## src/rtl/banco_registradores_multiporta_pkg.sv

```systemverilog
// banco_pkg: shared definitions for the multi-port register bank.
//   DEFAULT_DATA_W / DEFAULT_NUM_REGS : default geometry
//   palavra_t                         : register word at the default width
//   REG_ZERO                          : address of the hardwired-zero register
//   prio_t                            : write-port priority on address collision
package banco_pkg;

  localparam int DEFAULT_DATA_W   = 32;
  localparam int DEFAULT_NUM_REGS = 32;

  typedef logic [DEFAULT_DATA_W-1:0] palavra_t;

  localparam int unsigned REG_ZERO = 0;

  typedef enum logic {
    PRIO_A = 1'b0,
    PRIO_B = 1'b1
  } prio_t;

endpackage

```

## src/rtl/banco_registradores_multiporta_placa_pendencias.sv

```systemverilog
// placa_pendencias: one pending bit per register, tracking outstanding loads.
//   clock, reset_n          : rising-edge clock, async active-low clear
//   marca / end_marca       : set the bit of end_marca (load issued)
//   limpa / end_limpa       : clear the bit of end_limpa (load written back)
//   end_cons_1 / end_cons_2 : lookup addresses
//   pend_1 / pend_2         : current (registered) bits at the lookup addresses
module placa_pendencias #(
  parameter  int NUM_REGS = 32,
  localparam int ADDR_W   = $clog2(NUM_REGS)
) (
  input  logic              clock,
  input  logic              reset_n,
  input  logic              marca,
  input  logic [ADDR_W-1:0] end_marca,
  input  logic              limpa,
  input  logic [ADDR_W-1:0] end_limpa,
  input  logic [ADDR_W-1:0] end_cons_1,
  input  logic [ADDR_W-1:0] end_cons_2,
  output logic              pend_1,
  output logic              pend_2
);

  logic [NUM_REGS-1:0] pend;
  logic [NUM_REGS-1:0] pend_next;

  // Set is applied after clear so a new load to the same register wins.
  always_comb begin
    pend_next = pend;
    if (limpa) pend_next[end_limpa] = 1'b0;
    if (marca) pend_next[end_marca] = 1'b1;
  end

  always_ff @(posedge clock or negedge reset_n) begin
    if (!reset_n) pend <= '0;
    else          pend <= pend_next;
  end

  assign pend_1 = pend[end_cons_1];
  assign pend_2 = pend[end_cons_2];

endmodule

```

## src/rtl/banco_registradores_multiporta.sv

```systemverilog
// banco_registradores_multiporta: NUM_REGS x DATA_W register bank with two
// write ports (A = ALU writeback, B = load writeback), two read ports, one
// debug read port and a pending-load scoreboard for RAW hazard detection.
//   clock, reset_n             : rising-edge clock, async active-low clear
//   wren_a/end_reg_a/data_a    : write port A
//   wren_b/end_reg_b/data_b    : write port B, also clears the pending bit
//   reserva/end_reg_r          : mark a register pending
//   end_reg_1/2, reg_1/2_out   : combinational read ports
//   end_reg_dbg, reg_dbg_out   : debug read of the raw array (never bypassed)
//   pendente_1/2               : pending bit of the read addresses
//   conflito                   : registered same-address A/B write collision
// Optional: define BANCO_BYPASS_EN to forward same-cycle writes to the read
// ports and same-cycle port-B clears to pendente_1/2.
module banco_registradores_multiporta
  import banco_pkg::*;
#(
  parameter  int DATA_W   = DEFAULT_DATA_W,
  parameter  int NUM_REGS = DEFAULT_NUM_REGS,
  parameter  int ZERO_REG = 1,
  localparam int ADDR_W   = $clog2(NUM_REGS)
) (
  input  logic              clock,
  input  logic              reset_n,
  input  logic              wren_a,
  input  logic [ADDR_W-1:0] end_reg_a,
  input  logic [DATA_W-1:0] data_a,
  input  logic              wren_b,
  input  logic [ADDR_W-1:0] end_reg_b,
  input  logic [DATA_W-1:0] data_b,
  input  logic              reserva,
  input  logic [ADDR_W-1:0] end_reg_r,
  input  logic [ADDR_W-1:0] end_reg_1,
  input  logic [ADDR_W-1:0] end_reg_2,
  input  logic [ADDR_W-1:0] end_reg_dbg,
  output logic [DATA_W-1:0] reg_1_out,
  output logic [DATA_W-1:0] reg_2_out,
  output logic [DATA_W-1:0] reg_dbg_out,
  output logic              pendente_1,
  output logic              pendente_2,
  output logic              conflito
);

  localparam logic [ADDR_W-1:0] ADDR_ZERO  = ADDR_W'(REG_ZERO);
  localparam prio_t             WRITE_PRIO = PRIO_B;
  localparam logic              ZR         = (ZERO_REG != 0);

  logic [DATA_W-1:0] mem [NUM_REGS];

  logic we_a, we_b, res_en;
  logic [DATA_W-1:0] rd1_raw, rd2_raw;
  logic pend_1_raw, pend_2_raw;

  // Accesses to register 0 are dropped here when it is hardwired to zero.
  assign we_a   = wren_a  && !(ZR && (end_reg_a == ADDR_ZERO));
  assign we_b   = wren_b  && !(ZR && (end_reg_b == ADDR_ZERO));
  assign res_en = reserva && !(ZR && (end_reg_r == ADDR_ZERO));

  // Collision arbitration: the later nonblocking write to an address wins.
  always_ff @(posedge clock or negedge reset_n) begin
    if (!reset_n) begin
      for (int unsigned i = 0; i < NUM_REGS; i++) mem[i] <= '0;
      conflito <= 1'b0;
    end else begin
      if (WRITE_PRIO == PRIO_B) begin
        if (we_a) mem[end_reg_a] <= data_a;
        if (we_b) mem[end_reg_b] <= data_b;
      end else begin
        if (we_b) mem[end_reg_b] <= data_b;
        if (we_a) mem[end_reg_a] <= data_a;
      end
      conflito <= we_a && we_b && (end_reg_a == end_reg_b);
    end
  end

  placa_pendencias #(
    .NUM_REGS (NUM_REGS)
  ) u_placa (
    .clock      (clock),
    .reset_n    (reset_n),
    .marca      (res_en),
    .end_marca  (end_reg_r),
    .limpa      (we_b),
    .end_limpa  (end_reg_b),
    .end_cons_1 (end_reg_1),
    .end_cons_2 (end_reg_2),
    .pend_1     (pend_1_raw),
    .pend_2     (pend_2_raw)
  );

  always_comb begin
    rd1_raw = mem[end_reg_1];
    rd2_raw = mem[end_reg_2];
    if (ZR && (end_reg_1 == ADDR_ZERO)) rd1_raw = '0;
    if (ZR && (end_reg_2 == ADDR_ZERO)) rd2_raw = '0;
  end

  assign reg_dbg_out = mem[end_reg_dbg];

`ifdef BANCO_BYPASS_EN
  // Port B is checked first so load data takes priority, matching the array.
  always_comb begin
    reg_1_out  = rd1_raw;
    reg_2_out  = rd2_raw;
    pendente_1 = pend_1_raw;
    pendente_2 = pend_2_raw;
    if (reset_n) begin
      if (we_b && (end_reg_b == end_reg_1))      reg_1_out = data_b;
      else if (we_a && (end_reg_a == end_reg_1)) reg_1_out = data_a;
      if (we_b && (end_reg_b == end_reg_2))      reg_2_out = data_b;
      else if (we_a && (end_reg_a == end_reg_2)) reg_2_out = data_a;
      if (we_b && (end_reg_b == end_reg_1) && !(res_en && (end_reg_r == end_reg_1)))
        pendente_1 = 1'b0;
      if (we_b && (end_reg_b == end_reg_2) && !(res_en && (end_reg_r == end_reg_2)))
        pendente_2 = 1'b0;
    end
  end
`else
  assign reg_1_out  = rd1_raw;
  assign reg_2_out  = rd2_raw;
  assign pendente_1 = pend_1_raw;
  assign pendente_2 = pend_2_raw;
`endif

endmodule

```

## config.mk

```make
export PLATFORM = sky130hd
export DESIGN_NAME = banco_registradores_multiporta
export DESIGN_NICKNAME = d
export VERILOG_FILES = /design/src/rtl/banco_registradores_multiporta_pkg.sv /design/src/rtl/banco_registradores_multiporta_placa_pendencias.sv /design/src/rtl/banco_registradores_multiporta.sv
export SDC_FILE = /design/constraint.sdc
export NUM_CORES = 2
export LEC_CHECK = 0
export CAP_MARGIN = 0
export CORE_UTILIZATION = 50
export DETAILED_ROUTE_END_ITERATION = 8
export GPL_ROUTABILITY_DRIVEN = 0
export PLACE_DENSITY = 0.68
export SLEW_MARGIN = 20
export SYNTH_ARGS = -nofsm -noshare
export SYNTH_HDL_FRONTEND = slang
export SYNTH_HIERARCHICAL = 1
export SYNTH_SLANG_ARGS = --single-unit
```

## constraint.sdc

```tcl
create_clock -name clock -period 8.3 [get_ports clock]
set_input_delay 1.66 -clock clock [delete_from_list [all_inputs] [get_ports clock]]
set_output_delay 1.66 -clock clock [all_outputs]
set_load 0.005 [all_outputs]
```

# Word level (Yosys, flattened, before mapping)
# Index checks and enable logic that the tools add are counted.
[classes]
n_lt_le_gt_ge = 13
eq_ne = 1
mux = 29
bitwise = 8
n_reduce_logical = 17
[ops]
columns = ["cell", "n"]
rows = [
  ["1024-bit bitwise mux", 2],
  ["1024-bit 2-to-1 mux", 2],
  ["32-bit binary-select mux with 5-bit select", 3],
  ["32-bit 2-to-1 mux", 12],
  ["32-bit demux with 5-bit select", 2],
  ["32-bit AND", 1],
  ["32-bit NOT", 1],
  ["32-bit OR", 1],
  ["6-bit greater-or-equal comparator (second input constant)", 5],
  ["5-bit NOT with 6-bit output", 5],
  ["5-bit logical NOT", 5],
  ["5-bit by 6-bit < comparator with 1-bit output (second input constant)", 4],
  ["6-bit by 1-bit < comparator with 1-bit output (second input constant)", 2],
  ["1-bit binary-select mux with 5-bit select", 2],
  ["1-bit demux with 5-bit select", 2],
  ["5-bit by 1-bit greater-or-equal comparator with 1-bit output (second input constant)", 2],
  ["1-bit logical AND", 9],
  ["5-bit equality test", 1],
  ["1-bit 2-to-1 mux", 4],
  ["1-bit logical NOT", 3],
]
[totals]
register_bits = 1057
output_inout_bits = 99
elab_cells = 102

# Longest topological paths before layout
[logic_depth]
depth_word = 9
mapped_depth = 8
mapped_depth_nobuf = 6

# Cells and area by module
# The synthesis kept the hierarchy.
[modules_own_cells]
columns = ["mod", "n_inst", "cells_per_inst", "area_each_um2", "seq_area_each_um2"]
rows = [
  ["banco_registradores_multiporta", 1, 6421, 71358.4, 25649.6],
  ["placa_pendencias", 1, 208, 1953.1, 800.8],
]

# Worst setup path after synthesis
# No wires, ideal clock.
[synth_path]
path_type = "input to output"
startpoint = "in end_reg_dbg[0]"
endpoint = "out reg_dbg_out[10]"
t_arrival_ns = 3.600
path_slack_ns = 3.040
cell_stages = 5
path_cell_list = "buf_2 clkbuf_1 mux4_2 mux4_2 mux2_2"
[synth_between]
elab_chain_cells = 4
[synth_rtl]
columns = ["item", "line_no", "rtl"]
rows = [
  ["start, declared", "banco_registradores_multiporta.sv:34", "input logic [ADDR_W-1:0] end_reg_dbg,"],
  ["5-bit NOT with 6-bit output (not written as such)", "banco_registradores_multiporta.sv:97", "assign reg_dbg_out = mem[end_reg_dbg];"],
  ["32-bit binary-select mux with 5-bit select", "banco_registradores_multiporta.sv:97", ""],
  ["32-bit 2-to-1 mux (not written as such) (2 in a row)", "banco_registradores_multiporta.sv:97", ""],
  ["end, declared", "banco_registradores_multiporta.sv:37", "output logic [DATA_W-1:0] reg_dbg_out,"],
]
# No other way between the ends. The select of a mux whose other input is x is not followed.

# Worst setup path in the final report
[layout_path]
startpoint = "in end_reg_1[4]"
endpoint = "out reg_1_out[7]"
[layout_between]
elab_chain_cells = 5
elab_cells_between_ends = 6
classes_between = "mux (4); bitwise (1); reduce/logical (1)"
[layout_rtl]
columns = ["item", "line_no", "rtl"]
rows = [
  ["start, declared", "banco_registradores_multiporta.sv:32", "input logic [ADDR_W-1:0] end_reg_1,"],
  ["5-bit NOT with 6-bit output (not written as such)", "banco_registradores_multiporta.sv:91", "rd1_raw = mem[end_reg_1];"],
  ["32-bit binary-select mux with 5-bit select", "banco_registradores_multiporta.sv:91", ""],
  ["32-bit 2-to-1 mux (not written as such) (2 in a row)", "banco_registradores_multiporta.sv:91", ""],
  ["32-bit 2-to-1 mux (*)", "banco_registradores_multiporta.sv:93", "if (ZR && (end_reg_1 == ADDR_ZERO)) rd1_raw = '0;"],
  ["end, declared", "banco_registradores_multiporta.sv:35", "output logic [DATA_W-1:0] reg_1_out,"],
]
# Mark *: on every way between the ends. The rest lies on a longest branch, timed or not. The select of a mux whose other input is x is not followed.

==> impl_metrics.json <==
{
  "mappedNetlistNets": 6728,
  "status": "finished, final reports clean",
  "final.setup.worst_slack_ps": 1230,
  "postCtsSetupBuffers": 0,
  "ant_nets": 0,
  "syn-cell-area_um2": 73300,
  "antenna_found_initial": 21,
  "grt_pass1_wl_um": 420000,
  "fmax_mhz": 142,
  "synth_top_area_share_pct": 36.1,
  "ios": 198,
  "seq_area_frac_synth_pct": 36.1,
  "drtIter0Drc": 9631,
  "avgSynthCellArea_um2": 11.1,
  "die_y_um": 385,
  "cts.sinks": 1057,
  "syn_inst": 6629,
  "final_common_cell": "mux2i_1",
  "via_per_inst": 7.33,
  "coreArea_um2": 146000,
  "die_w_um": 385,
  "crit_type": "primary input to output pin",
  "post-route-min-period_ps": 7070,
  "placed_cell_area_um2": 76400,
  "wl_per_cell_um": 35.1,
  "fin_skew_ps": 0,
  "p_per_area_nw_per_um2": 242,
  "dp_hpwl_um": 163000,
  "clk_pin_slew_ps": 70,
  "relSlewSlack_pct": 15.8,
  "maxSlewViolCount": 0,
  "first_pass_iters": 8,
  "peakVddDrop_uv": 195,
  "timing.setup.tns_ps": 0,
  "post_cts_resized": 0,
  "synth_cell_type_count": 42,
  "drcViolationCount": 0,
  "portBuffers": 197,
  "hold_buffers": 0,
  "crit_arrival_ps": 5410,
  "start_kind": "primary input",
  "critical_path_required_ps": 6640,
  "maxCapViolCount": 0,
  "synth_ff_type": "dfrtp_1",
  "post-route-util_pct": 55.4,
  "cts-buffers-inserted": 119,
  "die_area_um2": 148000,
  "crit_chain": "buf_4, or2_2, or4_2, buf_12, o21ai_0, a311oi_1, clkdlybuf4s50_1",
  "drive_above_1_share_pct": 21.5,
  "reg2reg_depth": 2,
  "cts_buffer_depth": 3,
  "end_kind": "output pin",
  "ys_ff_latch": 1057,
  "r2r_slack_ps": 7350,
  "routed_wl_um": 292000,
  "final-hold-violation-count": 0,
  "rsz0062_at_grt": "no",
  "hold_path_class": "register to register",
  "place_ws_ps": 1660,
  "design_area_um2": 80700,
  "slowest_stage": "a311oi_1",
  "post-route-period-util_pct": 85.1,
  "clk_latency_ps": 760,
  "synth_enable_flop_cells": 0,
  "cts_tree": "done",
  "nets": 6392,
  "ys_top_cells_by_area": "dfrtp_1 (36%), mux4_2 (24%), mux2i_1 (16%)",
  "vias": 61000,
  "ys_warn_count": 6,
  "whs_path_depth": 0,
  "root_buffer": "clkbuf_16",
  "grt_use_total_pct": 39.1,
  "grt_pass1_vias": 58900,
  "htreeDepth": 3,
  "grt_max_degree": 166,
  "final_cell_mix": "mux2i_1 (1152), dfrtp_1 (1057), a21oi_1 (785)",
  "area_growth_pct": 10.1,
  "start_util_pct": 50.4,
  "grt.overflow.total": 0,
  "leakage_uw": 0.0327,
  "setup_viol": 0,
  "critPathMaxStageDelay_ps": 850,
  "std_cell_rows": 140,
  "synth_largest_area_cell": "dfrtp_1",
  "async_flop_share_pct": 100,
  "fill_cells": 12000,
  "tightest_slew_ps": 1260,
  "crit_fanout": 18
}
## report_power, final
group | switching, uW | internal, uW
registers | 1450 | 6500
logic | 2420 | 3220
clock network | 2430 | 3500
## state kept, by name, indices dropped and copies added, names as in the netlist
name          cells
mem            1024
conflito          1
u_placa/pend     32
## kinds of logic after synthesis
logic type	synth area share (%)
AO/OA/AOI/OAI	11.6
buffers and inverters	4.69
XOR/XNOR	0.0597
multiplexers	40.8
AND/OR/NAND/NOR	6.76
flip-flops	36.1
## critical path, delay by kind of cell
kind	cells	cell delay (ps)
simple gates	2	1400
buf+inv	3	1260
compound gates	2	1000
## worst paths after layout
kind,startpoint,endpoint
min in group asynchronous,reset_n,u_placa/pend[15]
setup reg to reg,mem[408],mem[408]
hold reg to reg,mem[1020],mem[1020]
setup / recovery,end_reg_1[4],reg_1_out[7]
max in group asynchronous,reset_n,mem[614]
hold / removal,mem[1020],mem[1020]
## synthesized netlist by cell type (4+ instances only)
cell,number
a211oi_1,66
a21boi_0,14
a21oi_1,785
a221oi_1,43
a22oi_1,72
a311oi_1,64
and2_1,6
buf_1,56
buf_2,190
buf_4,6
buf_6,5
clkbuf_1,567
dfrtp_1,1057
mux2_2,96
mux2i_1,1152
mux4_2,768
nand2_1,374
nand2b_1,8
nand3_1,12
nand3b_1,11
nand4b_1,7
nor2_1,663
nor2b_1,79
nor3_1,8
o2111ai_1,21
o21ai_0,459
or3b_2,4
xnor2_1,5
## metrics by stage
stage               total power [uW]  instances  hold WS, ps
finish                         19500       8325          419
global route                   20200       8323          433
CTS                            19400       8313          417
detailed placement             13500       8088          404
global placement               13200       8086          394
floorplan                      11600       6629          458
## area by class of cell
| class | count | area (um^2) | share of cell area, % |
|---|---|---|---|
| Antenna cell | 11 | 27.5 | 0.0341 |
| Clock buffer | 161 | 3410 | 4.23 |
| Clock inverter | 64 | 915 | 1.13 |
| Inverter | 2 | 12.5 | 0.0155 |
| Multi-Input combinational cell | 4744 | 44000 | 54.5 |
| Sequential cell | 1057 | 26500 | 32.8 |
| Tap cell | 1917 | 2400 | 2.97 |
| Timing Repair Buffer | 369 | 3480 | 4.32 |
## per-layer routing
layer	wire length [um]	vias to the layer above	global-route usage (%)
met5	225	-	0.130
met1	100000	30100	50.0
met4	24500	22	27.3
met3	42700	1345	12.5
li1	-	24300	-
met2	125000	5240	56.4
Note: power is estimated with default switching activity, not from simulation.
